<file path="config.mk">
export PLATFORM = sky130hd
export DESIGN_NAME = plic_multi_target_core
export DESIGN_NICKNAME = d
export VERILOG_FILES = /design/src/rtl/plic_pkg.sv /design/src/rtl/plic_gateway_cell.sv /design/src/rtl/plic_multi_target_core.sv
export SDC_FILE = /design/constraint.sdc
export NUM_CORES = 2
export LEC_CHECK = 0
export ABC_CLOCK_PERIOD_IN_PS = 171400
export CAP_MARGIN = 40
export CORE_ASPECT_RATIO = 0.6
export CORE_UTILIZATION = 42
export DETAILED_ROUTE_END_ITERATION = 8
export GPL_TIMING_DRIVEN = 0
export SLEW_MARGIN = 30
export SYNTH_ARGS = -nofsm -noshare
export SYNTH_HDL_FRONTEND = slang
export SYNTH_SLANG_ARGS = --single-unit
export TNS_END_PERCENT = 1
</file>
<file path="constraint.sdc">
create_clock -name clk -period 171.4 [get_ports clk]
set_input_delay 42.85 -clock clk [delete_from_list [all_inputs] [get_ports clk]]
set_output_delay 42.85 -clock clk [all_outputs]
set_load 0.02 [all_outputs]
</file>
<file path="src/rtl/plic_pkg.sv">
// Shared constants and gateway state encoding for the PLIC core.
package plic_pkg;
    localparam int ID_W    = 6;   // wide enough for IDs 0..63
    localparam int MAX_SRC = 63;
    localparam int MAX_TGT = 4;

    typedef enum logic {
        GW_IDLE     = 1'b0,
        GW_INFLIGHT = 1'b1
    } gw_state_e;
endpackage

</file>
<file path="src/rtl/plic_gateway_cell.sv">
// Per-source interrupt gateway: turns a level or rising-edge line into at
// most one outstanding request, held until the matching completion.
module plic_gateway_cell
    import plic_pkg::*;
(
    input  logic clk,
    input  logic rst,
    input  logic irq,
    input  logic edge_mode,
    input  logic cmpl,
    output logic fwd,
    output logic inflight
);
    gw_state_e state_reg;
    logic      irq_d_reg;
    logic      missed_reg;
    logic      rise;

    assign rise     = irq & ~irq_d_reg;
    assign inflight = (state_reg == GW_INFLIGHT);

    // Forward a request only from IDLE; a remembered edge counts as a request.
    always_comb begin
        fwd = 1'b0;
        if (state_reg == GW_IDLE) begin
            fwd = edge_mode ? (rise | missed_reg) : irq;
        end
    end

    // Gateway FSM, edge delay flop and the single-entry missed-edge memory.
    always_ff @(posedge clk) begin
        if (rst) begin
            state_reg  <= GW_IDLE;
            irq_d_reg  <= 1'b0;
            missed_reg <= 1'b0;
        end else begin
            irq_d_reg <= irq;
            case (state_reg)
                GW_IDLE: begin
                    // Any remembered edge is consumed by this cycle's forward.
                    missed_reg <= 1'b0;
                    if (fwd) begin
                        state_reg <= GW_INFLIGHT;
                    end
                end
                default: begin
                    if (edge_mode && rise) begin
                        missed_reg <= 1'b1;
                    end
                    if (cmpl) begin
                        state_reg <= GW_IDLE;
                    end
                end
            endcase
        end
    end
endmodule

</file>
<file path="src/rtl/plic_multi_target_core.sv">
// Multi-target PLIC core: gateways, pending register, per-target
// priority arbitration, claim and completion handling.
module plic_multi_target_core
    import plic_pkg::*;
#(
    parameter int NUM_SRC = 31,
    parameter int NUM_TGT = 3,
    parameter int PRIO_W  = 5
) (
    input  logic                      clk,
    input  logic                      rst,
    input  logic [NUM_SRC-1:0]        src_irq,
    input  logic [NUM_SRC-1:0]        src_edge,
    input  logic [NUM_SRC*PRIO_W-1:0] src_prio,
    input  logic [NUM_TGT*NUM_SRC-1:0] tgt_en,
    input  logic [NUM_TGT*PRIO_W-1:0] tgt_thresh,
    input  logic [NUM_TGT-1:0]        claim_req,
    output logic [NUM_TGT*ID_W-1:0]   claim_id,
    output logic [NUM_TGT-1:0]        claim_vld,
    input  logic [NUM_TGT-1:0]        cmpl_req,
    input  logic [NUM_TGT*ID_W-1:0]   cmpl_id,
    output logic [NUM_SRC:0]          pending,
    output logic [NUM_TGT-1:0]        eip
);
    logic [NUM_SRC:1]        pending_reg;
    logic [NUM_SRC:1]        fwd;
    logic [NUM_SRC:1]        inflight;
    logic [NUM_SRC:1]        cmpl_hit;
    logic [NUM_SRC:1]        claim_clr;
    logic [NUM_TGT*ID_W-1:0] best_flat;
    logic [NUM_TGT*ID_W-1:0] grant_flat;
    logic [NUM_TGT-1:0]      eip_reg;
    logic [NUM_TGT-1:0]      claim_vld_reg;
    logic [NUM_TGT*ID_W-1:0] claim_id_reg;

    genvar gi;

    generate
        for (gi = 1; gi <= NUM_SRC; gi++) begin : g_gw
            plic_gateway_cell u_gw (
                .clk       (clk),
                .rst       (rst),
                .irq       (src_irq[gi-1]),
                .edge_mode (src_edge[gi-1]),
                .cmpl      (cmpl_hit[gi]),
                .fwd       (fwd[gi]),
                .inflight  (inflight[gi])
            );
        end

        for (gi = 0; gi < NUM_TGT; gi++) begin : g_arb
            logic [ID_W-1:0]   best;
            logic [PRIO_W-1:0] best_prio;

            // Highest eligible priority wins; strict compare keeps the lowest ID on ties.
            always_comb begin
                best      = '0;
                best_prio = '0;
                for (int i = 1; i <= NUM_SRC; i++) begin
                    if (pending_reg[i] && tgt_en[gi*NUM_SRC + i - 1] &&
                        (src_prio[(i-1)*PRIO_W +: PRIO_W] > tgt_thresh[gi*PRIO_W +: PRIO_W]) &&
                        (src_prio[(i-1)*PRIO_W +: PRIO_W] > best_prio)) begin
                        best_prio = src_prio[(i-1)*PRIO_W +: PRIO_W];
                        best      = ID_W'(i);
                    end
                end
            end

            assign best_flat[gi*ID_W +: ID_W] = best;
        end
    endgenerate

    // Claim grants: a lower-index target claiming the same ID takes it, others get 0.
    always_comb begin
        grant_flat = '0;
        claim_clr  = '0;
        for (int t = 0; t < NUM_TGT; t++) begin
            logic [ID_W-1:0] g;
            g = '0;
            if (claim_req[t]) begin
                g = best_flat[t*ID_W +: ID_W];
                for (int u = 0; u < t; u++) begin
                    if (claim_req[u] && (best_flat[u*ID_W +: ID_W] == g)) begin
                        g = '0;
                    end
                end
            end
            grant_flat[t*ID_W +: ID_W] = g;
            for (int i = 1; i <= NUM_SRC; i++) begin
                if (g == ID_W'(i)) begin
                    claim_clr[i] = 1'b1;
                end
            end
        end
    end

    // Completions only count for an in-flight source enabled for the completing target.
    always_comb begin
        cmpl_hit = '0;
        for (int t = 0; t < NUM_TGT; t++) begin
            for (int i = 1; i <= NUM_SRC; i++) begin
                if (cmpl_req[t] && (cmpl_id[t*ID_W +: ID_W] == ID_W'(i)) &&
                    inflight[i] && tgt_en[t*NUM_SRC + i - 1]) begin
                    cmpl_hit[i] = 1'b1;
                end
            end
        end
    end

    // Pending set by forwards, cleared by claims (claim wins), plus registered outputs.
    always_ff @(posedge clk) begin
        if (rst) begin
            pending_reg   <= '0;
            eip_reg       <= '0;
            claim_vld_reg <= '0;
            claim_id_reg  <= '0;
        end else begin
            pending_reg   <= (pending_reg | fwd) & ~claim_clr;
            claim_vld_reg <= claim_req;
            for (int t = 0; t < NUM_TGT; t++) begin
                eip_reg[t] <= (best_flat[t*ID_W +: ID_W] != '0);
                if (claim_req[t]) begin
                    claim_id_reg[t*ID_W +: ID_W] <= grant_flat[t*ID_W +: ID_W];
                end
            end
        end
    end

    assign pending   = {pending_reg, 1'b0};
    assign eip       = eip_reg;
    assign claim_vld = claim_vld_reg;
    assign claim_id  = claim_id_reg;
endmodule

</file>
==> metrics.yaml <==
outcome: "finished clean"
drt_iter0_drc: 4574
synth_xor_area_frac: 0.0151
period_share: 0.607
grt_max_degree: 32
wl_met1_um: 82100
dr_wl_met3_um: 20400
r2r-start: "pending_reg[1]$_SDFF_PP0_"
synth_compound_area_frac: 0.276
setup_viol: 0
finalSetupTns_ns: 0
drive_above_1_share: 0.0740
critPathKind: "in -> reg"
fillCellCount: 9002
cts_setup_buffers: 0
fin_util: 0.500
synth.area.top_cells: "ha_1, dfxtp_1, a21oi_1"
start_util: 0.425
synth_top_area_frac: 0.267
syn_area_per_cell_sq_um: 7.32
rr_endpoint: "pending_reg[31]$_SDFF_PP0_"
routed-wl-met2_um: 67100
holdCritPathClass: "reg -> reg"
required_ns: 171.67
startpoint_type: "input port"
die_h_um: 235
drcViolationCount: 0
grt_use_total: 0.366
yosysTopAreaCell: "ha_1"
synth_fa_ha_area_frac: 0.269
maxCapViolCount: 0
postCtsHoldBufs: 0
grt_pass1_vias: 39000
hold_viol: 0
crit_top_cell: "ha_1"
grt_pass1_wl_um: 255000
die_area_sq_um: 92100
async_flop_share: 0
holdPathStages: 2
syn_area_sq_um: 38200
ctsRootBufferMaster: "clkbuf_16"
antenna_found_initial: 21
whs_endpoint: "claim_id[16]$_SDFFE_PP0P_"
syn_inst: 5212
cts_sinks: 145
clk_pin_slew_ns: 0.07
worstMarginPinSlew_ns: 1.01
vdd_drop_max_mv: 0.00681
worstPathArrival_ns: 104.28
avgRoutedWirePerCell_um: 25.3
finish.net_count: 6845
relSlewSlack: 0.321
synth_mux_area_frac: 0.0509
ys_ff_latch: 145
rrSetupSlack_ns: 110.74
crit_fanout: 16
whs_ns: 0.450
cts_tree: "built"
final_max_slew_viol_count: 0
cts_resized: 0
p_per_area_nw_per_um2: 10.5
fin_crit_ns: 104.01
first_pass_iters: 6
routed.top_layer: "met5"
critPathSlowestCell: "a2111oi_0"
yosysSeqAreaShare: 0.0761
synth_warnings: 0
synth-main-ff-cell: "dfxtp_1"
cts_made_buffers: 17
rsz0062_at_grt: "false"
reg2reg_depth: 268
synth.distinct_cells: 142
synthSimpleGateAreaFrac: 0.251
cp-end-kind: "flip-flop"
grt-ovfl-total: 0
area_delta_synth_final_pct: 17.9
place_hpwl_um: 142000
place.gp.congestion: 1.01
hold_start: "claim_id[16]$_SDFFE_PP0P_"
htree_levels: 4
io_buffers: 399
fmax_mhz: 9.61
finClkSkew_ns: 0.0125
vias_per_cell: 6.32
synth_top_family_by_area: "compound AO/OA/AOI/OAI gates"
p_leak_uw: 0.0202
vias: 43700
ios: 407
die-width_um: 391
rows: 85
slowest_delay_ns: 0.62
wl_um: 175000
worst_skew_pair.late_latency_ns: 0.46
synth_edf_count: 0
clockBufferDepth: 2
coreArea_sq_um: 89900
ant_nets: 0
==> critical path: cells and delay by family <==
family                   cells  cell delay [ns]
AND/OR/NAND/NOR             91            15.89
adder cells (fa/ha/maj)     31            10.13
buffers and inverters       35             6.31
AO/OA/AOI/OAI              104            25.19
multiplexers                12             3.74
==> cell usage after synthesis (all sizes together) (82+ instances only) <==
| library cell | instances |
|---|---|
| a31oi | 105 |
| nand2 | 468 |
| mux2 | 91 |
| a21oi | 387 |
| and3 | 128 |
| o21a | 82 |
| o21ai | 358 |
| nor2 | 445 |
| nor2b | 172 |
| buf | 86 |
| ha | 815 |
| inv | 389 |
| dfxtp | 145 |
| nand3 | 282 |
| mux2i | 88 |
==> routing by layer <==
metal,GRT usage,vias up
li1,-,20500
met3,0.0815,271
met2,0.498,2303
met5,0,-
met1,0.555,20600
met4,0.111,16
==> kinds of logic after synthesis <==
family | count (synthesis)
AOI/OAI and AO/OA | 1547
xor gates and xnor gates | 64
adders and majority gates | 822
buffers and inverters | 536
DFF | 145
muxes | 179
other | 1
and+or+nand+nor | 1918
==> worst max path at each step <==
stage                               from                         end  slack (ns)  depth (start not counted)
after floorplan           tgt_thresh[13]  pending_reg[16]$_SDFF_PP0_       78.23                        263
after global placement    tgt_thresh[10]  pending_reg[31]$_SDFF_PP0_       66.86                        266
after detailed placement  tgt_thresh[13]  pending_reg[31]$_SDFF_PP0_       68.55                        272
after CTS                 tgt_thresh[13]  pending_reg[31]$_SDFF_PP0_       68.75                        270
after global routing      tgt_thresh[14]  pending_reg[31]$_SDFF_PP0_       63.42                        278
final                     tgt_thresh[13]  pending_reg[31]$_SDFF_PP0_       67.39                        273
==> cell usage in the layout, fill, tap and decap left out, types with 99 or more instances in the layout <==
master | synthesis | layout
a31oi_1 | 99 | 99
a21oi_1 | 380 | 380
nor2_1 | 442 | 437
clkdlybuf4s50_1 | 0 | 396
nand3_1 | 282 | 282
dfxtp_1 | 145 | 145
nor2b_1 | 172 | 172
nand2_1 | 462 | 462
inv_1 | 389 | 377
ha_1 | 815 | 815
o21ai_0 | 325 | 325
and3_1 | 125 | 125
==> where the power goes <==
part / internal, uW / total (uW) / switching, uW
combinational: 147 / 387 / 240
clock: 20.2 / 38.0 / 17.8
sequential: 38.0 / 45.3 / 7.27
==> cell type report <==
cell class | count | area, sq um | area share
multi-input cells | 4534 | 33000 | 0.734
repair buffers | 445 | 4550 | 0.101
flip-flops and latches | 145 | 2900 | 0.0645
well taps | 1218 | 1520 | 0.0339
inverters | 393 | 1510 | 0.0335
plain buffers | 143 | 898 | 0.0200
clock buffers | 19 | 433 | 0.00963
clock inverters | 13 | 130 | 0.00289
diodes | 12 | 30.0 | 0.000668
==> through the flow <==
stage                     std cells  instance area, sq um  worst slack (ns)  power [uW]
after detailed placement       6869                 44300             68.55         417
after global placement         6832                 43700             66.86         410
after global routing           6918                 45000             63.42         509
after CTS                      6901                 44900             68.75         457
final                          6922                 45000             67.39         470
after floorplan                5215                 38200             78.23         301
(Power assumes the default switching activity.)
